## src/rtl/dest_track_pkg.sv

```systemverilog
// Shared widths, write-type encodings and the stage entry for the destination tracker.
// Write type: bit0 result ready at WB, bit1 at MEM, bit2 at EXE; 000 means no register write.
package dest_track_pkg;

    localparam int REG_W  = 5;
    localparam int TYPE_W = 3;

    localparam logic [TYPE_W-1:0] WT_NONE = 3'b000;
    localparam logic [TYPE_W-1:0] WT_WB   = 3'b001;
    localparam logic [TYPE_W-1:0] WT_MEM  = 3'b010;
    localparam logic [TYPE_W-1:0] WT_EXE  = 3'b100;

    typedef struct packed {
        logic              valid;
        logic [REG_W-1:0]  wnum;
        logic [TYPE_W-1:0] wtype;
    } stage_entry_t;

    // Hazard-facing view of an entry: an empty stage never claims a write.
    function automatic logic [TYPE_W-1:0] gated_wtype(stage_entry_t e);
        return e.valid ? e.wtype : WT_NONE;
    endfunction

endpackage

```

## src/rtl/dest_stage.sv

```systemverilog
// Purpose: one pipeline stage register holding {valid, wnum, wtype}.
// Latency: one cycle from an accepted upstream entry to this stage's output.
// Backpressure: allowin drops while holding a valid entry that cannot leave; flush empties it.
module dest_stage
    import dest_track_pkg::*;
(
    input  logic         clk,
    input  logic         rst,
    input  stage_entry_t in_entry,
    input  logic         next_allowin,
    input  logic         ready_go,
    input  logic         flush,
    output logic         allowin,
    output stage_entry_t entry
);

    assign allowin = !entry.valid || (ready_go && next_allowin);

    // Flush clears occupancy even while stalled; the stored number/type are kept.
    always_ff @(posedge clk) begin
        if (rst) begin
            entry <= '0;
        end else if (allowin) begin
            entry <= '{valid: in_entry.valid && !flush,
                       wnum:  in_entry.wnum,
                       wtype: in_entry.wtype};
        end else begin
            entry.valid <= entry.valid && !flush;
        end
    end

endmodule

```

## src/rtl/dest_track.sv

```systemverilog
// Purpose: carry issued destination register/write type through EXE, MEM, WB for hazard checks.
// Latency: accepted at edge N -> EXE N+1, MEM N+2, WB N+3, register written at edge N+4.
// Backpressure: exe/mem ready_go stalls propagate to id_allowin; flush blocks issue and clears EXE/MEM.
module dest_track
    import dest_track_pkg::*;
(
    input  logic              clk,
    input  logic              rst,
    input  logic              id_valid,
    input  logic [REG_W-1:0]  id_wnum,
    input  logic [TYPE_W-1:0] id_wtype,
    output logic              id_allowin,
    input  logic              exe_ready_go,
    input  logic              mem_ready_go,
    input  logic              flush,
    output logic [TYPE_W-1:0] exe_write_type,
    output logic [REG_W-1:0]  exe_wnum,
    output logic [TYPE_W-1:0] mem_write_type,
    output logic [REG_W-1:0]  mem_wnum,
    output logic [TYPE_W-1:0] wb_write_type,
    output logic [REG_W-1:0]  wb_wnum,
    output logic              rf_we,
    output logic [REG_W-1:0]  rf_waddr
);

    stage_entry_t exe_in, mem_in, wb_in;
    stage_entry_t exe_q, mem_q, wb_q;
    logic         exe_allowin, mem_allowin, wb_allowin;

    // $0 is never a real write, so it must never look like a hazard.
    assign exe_in = '{valid: id_valid,
                      wnum:  id_wnum,
                      wtype: (id_wnum == '0) ? WT_NONE : id_wtype};
    assign mem_in = '{valid: exe_q.valid && exe_ready_go, wnum: exe_q.wnum, wtype: exe_q.wtype};
    assign wb_in  = '{valid: mem_q.valid && mem_ready_go, wnum: mem_q.wnum, wtype: mem_q.wtype};

    dest_stage u_exe (
        .clk          (clk),
        .rst          (rst),
        .in_entry     (exe_in),
        .next_allowin (mem_allowin),
        .ready_go     (exe_ready_go),
        .flush        (flush),
        .allowin      (exe_allowin),
        .entry        (exe_q)
    );

    dest_stage u_mem (
        .clk          (clk),
        .rst          (rst),
        .in_entry     (mem_in),
        .next_allowin (wb_allowin),
        .ready_go     (mem_ready_go),
        .flush        (flush),
        .allowin      (mem_allowin),
        .entry        (mem_q)
    );

    // WB retires in a single cycle, so it is always ready and always open.
    dest_stage u_wb (
        .clk          (clk),
        .rst          (rst),
        .in_entry     (wb_in),
        .next_allowin (1'b1),
        .ready_go     (1'b1),
        .flush        (flush),
        .allowin      (wb_allowin),
        .entry        (wb_q)
    );

    assign id_allowin     = exe_allowin && !flush;

    assign exe_write_type = gated_wtype(exe_q);
    assign mem_write_type = gated_wtype(mem_q);
    assign wb_write_type  = gated_wtype(wb_q);
    assign exe_wnum       = exe_q.wnum;
    assign mem_wnum       = mem_q.wnum;
    assign wb_wnum        = wb_q.wnum;

    assign rf_we          = wb_q.valid && (wb_q.wtype != WT_NONE);
    assign rf_waddr       = wb_q.wnum;

endmodule

```

## config.mk

```make
export PLATFORM = sky130hd
export DESIGN_NAME = dest_track
export DESIGN_NICKNAME = d
export VERILOG_FILES = /design/src/rtl/dest_track_pkg.sv /design/src/rtl/dest_stage.sv /design/src/rtl/dest_track.sv
export SDC_FILE = /design/constraint.sdc
export NUM_CORES = 1
export LEC_CHECK = 0
export ABC_AREA = 1
export CAP_MARGIN = 30
export CORE_ASPECT_RATIO = 1.4
export CORE_UTILIZATION = 30
export CTS_CLUSTER_DIAMETER = 200
export DETAILED_ROUTE_END_ITERATION = 16
export GPL_TIMING_DRIVEN = 0
export PLACE_DENSITY_LB_ADDON = 0.3
export REMOVE_ABC_BUFFERS = 1
export SLEW_MARGIN = 20
export SYNTH_ARGS = -nofsm -noshare
export SYNTH_HDL_FRONTEND = slang
export SYNTH_SLANG_ARGS = --single-unit
```

## constraint.sdc

```tcl
create_clock -name clk -period 1.2 [get_ports clk]
set_input_delay 0.12 -clock clk [delete_from_list [all_inputs] [get_ports clk]]
set_output_delay 0.12 -clock clk [all_outputs]
set_load 0.05 [all_outputs]
```

==> reports/metrics.yaml <==
setup_path:
  arrival_ps: 1140
  critPathCaptureType: "output port"
  critical_path.most_common_cell: "nand2_4"
  setup.worst_path.class: "register to output port"
  cp-startpoint: "u_mem.entry[8]"
  r2r_start: "u_mem.entry[8]"
  cp_max_fo: 2
  crit_buf_inv: 2
  cp.required_ps: 1080
  cp_cell_sequence: "nand2_4 > nand2_4 > nand2_8 > clkinv_8 > nor2_4 > buf_8"
  slowest_stage: "dfxtp_4"
  critPathLaunchType: "register"
  r2r-end: "u_exe.entry[4]"
  r2r_slack_ps: 130
  slowest_delay_ps: 370
  cp_top_family: "flip-flops"
  r2r_cells: 6
floorplan:
  fp.dieW_um: 55.1
  rows: 26
  die_area_um2: 4200
  die_y_um: 76.3
  io_pins: 45
  core_um2: 3710
  start_util_pct: 31.9
clock_network:
  clk_path_buf_depth: 2
  cts_tree: "done"
  cts_sinks: 27
  cts_buffers: 3
  cts.reportedPaths.clkPinSlew_ps: 90
  root_buffer: "clkbuf_8"
  htreeDepth: 1
  worst_skew_pair.late_latency_ps: 270
pwr:
  p_comb_share_pct: 18.3
  p_int_uw: 1290
  power.switching_uw: 503
  max-vdd-ir-drop_mv: 0.654
  pwr-share-clk_pct: 28.1
  leakage_uw: 0.000790
  power_density_nw_per_um2: 1100
  swShare_pct: 28.0
  sequentialPowerShare_pct: 53.6
timing:
  drv_slew: 0
  rsz0062_at_grt: "true"
  worstMarginPinSlew_ps: 415
  relSlewSlack_pct: 72.3
  layout_min_cycle_time_ps: 1260
  layout_worst_path_cycle_share_pct: 105
  finalHoldViolations: 0
  layout_setup_ws_ps: -63.9
  setup_viol: 1
  skew_ps: 5.71
  clock.fmax_ghz: 0.791
job:
  drv_cap: 0
routing:
  detail-route-antenna-nets: 0
  wl_um: 2120
  post-route-drc-count: 0
  wl_per_cell_um: 9.31
  detail_route.iter0.violations: 13
  first_pass_iters: 4
  viasPerCell: 4.14
  num_vias: 943
placed_design:
  io_buffers: 44
  gp_congestion: 0.712
  dp_cells: 219
  dpl.hpwl_um: 1560
  dp_slack_ps: -880
synth:
  synth_flop_cell: "dfxtp_1"
  ys_seq_area_share_pct: 45.7
  syn_area_um2: 1180
  synth-async-reset-ratio_pct: 0
  ys_warn_count: 0
  netlist_instances: 157
  synth_cell_types: 17
  synth_top_area_share_pct: 45.7
  syn_avg_cell_area_um2: 7.54
  synth_top_cells_by_area: "dfxtp_1 46%, buf_4 13%, nor2_1 8.6%, nand2_1 8.2%, inv_1 7.0%"
  ys_seq_elements: 27
  synth-edff-count: 0
  synth_largest_area_cell: "dfxtp_1"
outcome:
  status: "finished, violations left"
  violations: "setup timing"
layout:
  layout.nets: 201
  final_cells: 228
  drive_gt1_share_pct: 26.9
  antennaDiodeCount: 0
  syn_to_final_growth_pct: 37.7
  fill_cells: 395
global_routing:
  grt_use_total_pct: 11.6
  antenna_found_initial: 0
  grt_pass1_vias: 832
  grt_overflow: 0
  grt_max_degree: 17
  grt_pass1_wl_um: 3660
worst_hold_path:
  min_path_cells: 3
  hold_class: "input pin to register"
  hold_start: "mem_ready_go"
  min_to: "u_wb.entry[8]"
## worst reg2reg max path, stage by stage (launching register included)
cell and delay [ps]:
dfxtp_4 380, nand2_4 60, nand2_4 80, nand2_8 70, buf_4 160, o21ai_0 160
nor2_1 50
## cell type report
class	instances	area (um^2)	share of cell area [%]
Clock buffer	3	41.3	2.53
Timing Repair Buffer	49	490	30.1
Clock inverter	1	5.00	0.307
Inverter	25	110	6.75
Multi-Input combinational cell	81	383	23.5
Sequential cell	27	548	33.6
Tap cell	42	52.6	3.22
## timing repair
item                                    4_1_cts  5_1_grt
pin swaps                                     1        0
endpoints found under the setup margin       31        6
hold buffers                                  0        0
resized for setup                           126       15
setup buffers                                 4        1
## worst max-delay path by stage
stage,to,depth (start not counted)
floorplan,id_allowin,5
global placement,id_allowin,8
detailed placement,id_allowin,8
CTS,id_allowin,6
global route,id_allowin,6
finish,id_allowin,6
## metrics by stage
step,utilization [%],TNS (ps),cell area (um^2),total power (uW),hold WS [ps]
after floorplan,-,-257,1010,1170,192
after global placement,40.5,-6270,1500,1310,431
after detailed placement,40.5,-6570,1500,1310,436
after CTS,42.7,-69.0,1580,1800,236
after global routing,44.0,-104,1630,1870,286
final,44.0,-63.9,1630,1790,245
## layout by cell type, fill, tap and decap left out
master,Yosys,routed
buf_2,3,3
buf_6,1,1
buf_4,20,8
nand2_8,0,1
dfxtp_1,27,25
dlygate4sd2_1,0,1
clkdlybuf4s50_1,0,12
o21ai_1,2,2
clkinv_2,1,2
inv_1,22,22
o21ai_0,8,8
buf_12,0,1
buf_8,0,1
inv_4,0,1
clkinv_8,0,1
clkbuf_4,0,2
nand3b_1,3,3
clkbuf_8,0,3
dfxtp_4,0,2
a21oi_1,6,6
nor2_1,27,26
or2_2,1,1
nand2_1,26,26
nand2_4,3,2
nor2_4,0,1
clkdlybuf4s15_2,0,20
nand3_1,5,5
## power by group through the flow
stage | clock, uW | combinational (uW) | sequential (uW)
floorplan | 0 | 88.8 | 1080
finish | 505 | 329 | 961
CTS | 515 | 325 | 962
global placement | 0 | 321 | 984
global route | 547 | 354 | 968
detailed placement | 0 | 322 | 985
## cells by family after synthesis
kind of cell	after synthesis	share of synthesized area, %
buffers and inverters	49	23.4
and+or+nand+nor	65	24.2
AOI/OAI and AO/OA	16	6.77
DFF	27	45.7
## cell usage after synthesis, types with 2 or more instances
master    number
nand2_1       26
inv_1         22
buf_2          3
dfxtp_1       27
o21ai_1        2
o21ai_0        8
nand3_1        5
nand3b_1       3
buf_4         20
nor2_1        27
a21oi_1        6
nand2_4        3
## routing by layer
metal / vias up / routed length (um) / global-route usage, %
met5: - / 0 / 0
met4: 0 / 39 / 4.50
met3: 5 / 98 / 1.80
met2: 28 / 1110 / 19.2
met1: 401 / 870 / 14.3
li1: 509 / - / -
## state kept, by name, indices dropped and copies added (netlist names)
| signal | cells |
|---|---|
| u_mem.entry | 9 |
| u_exe.entry | 9 |
| u_wb.entry | 9 |
(Power assumes the default switching activity.)
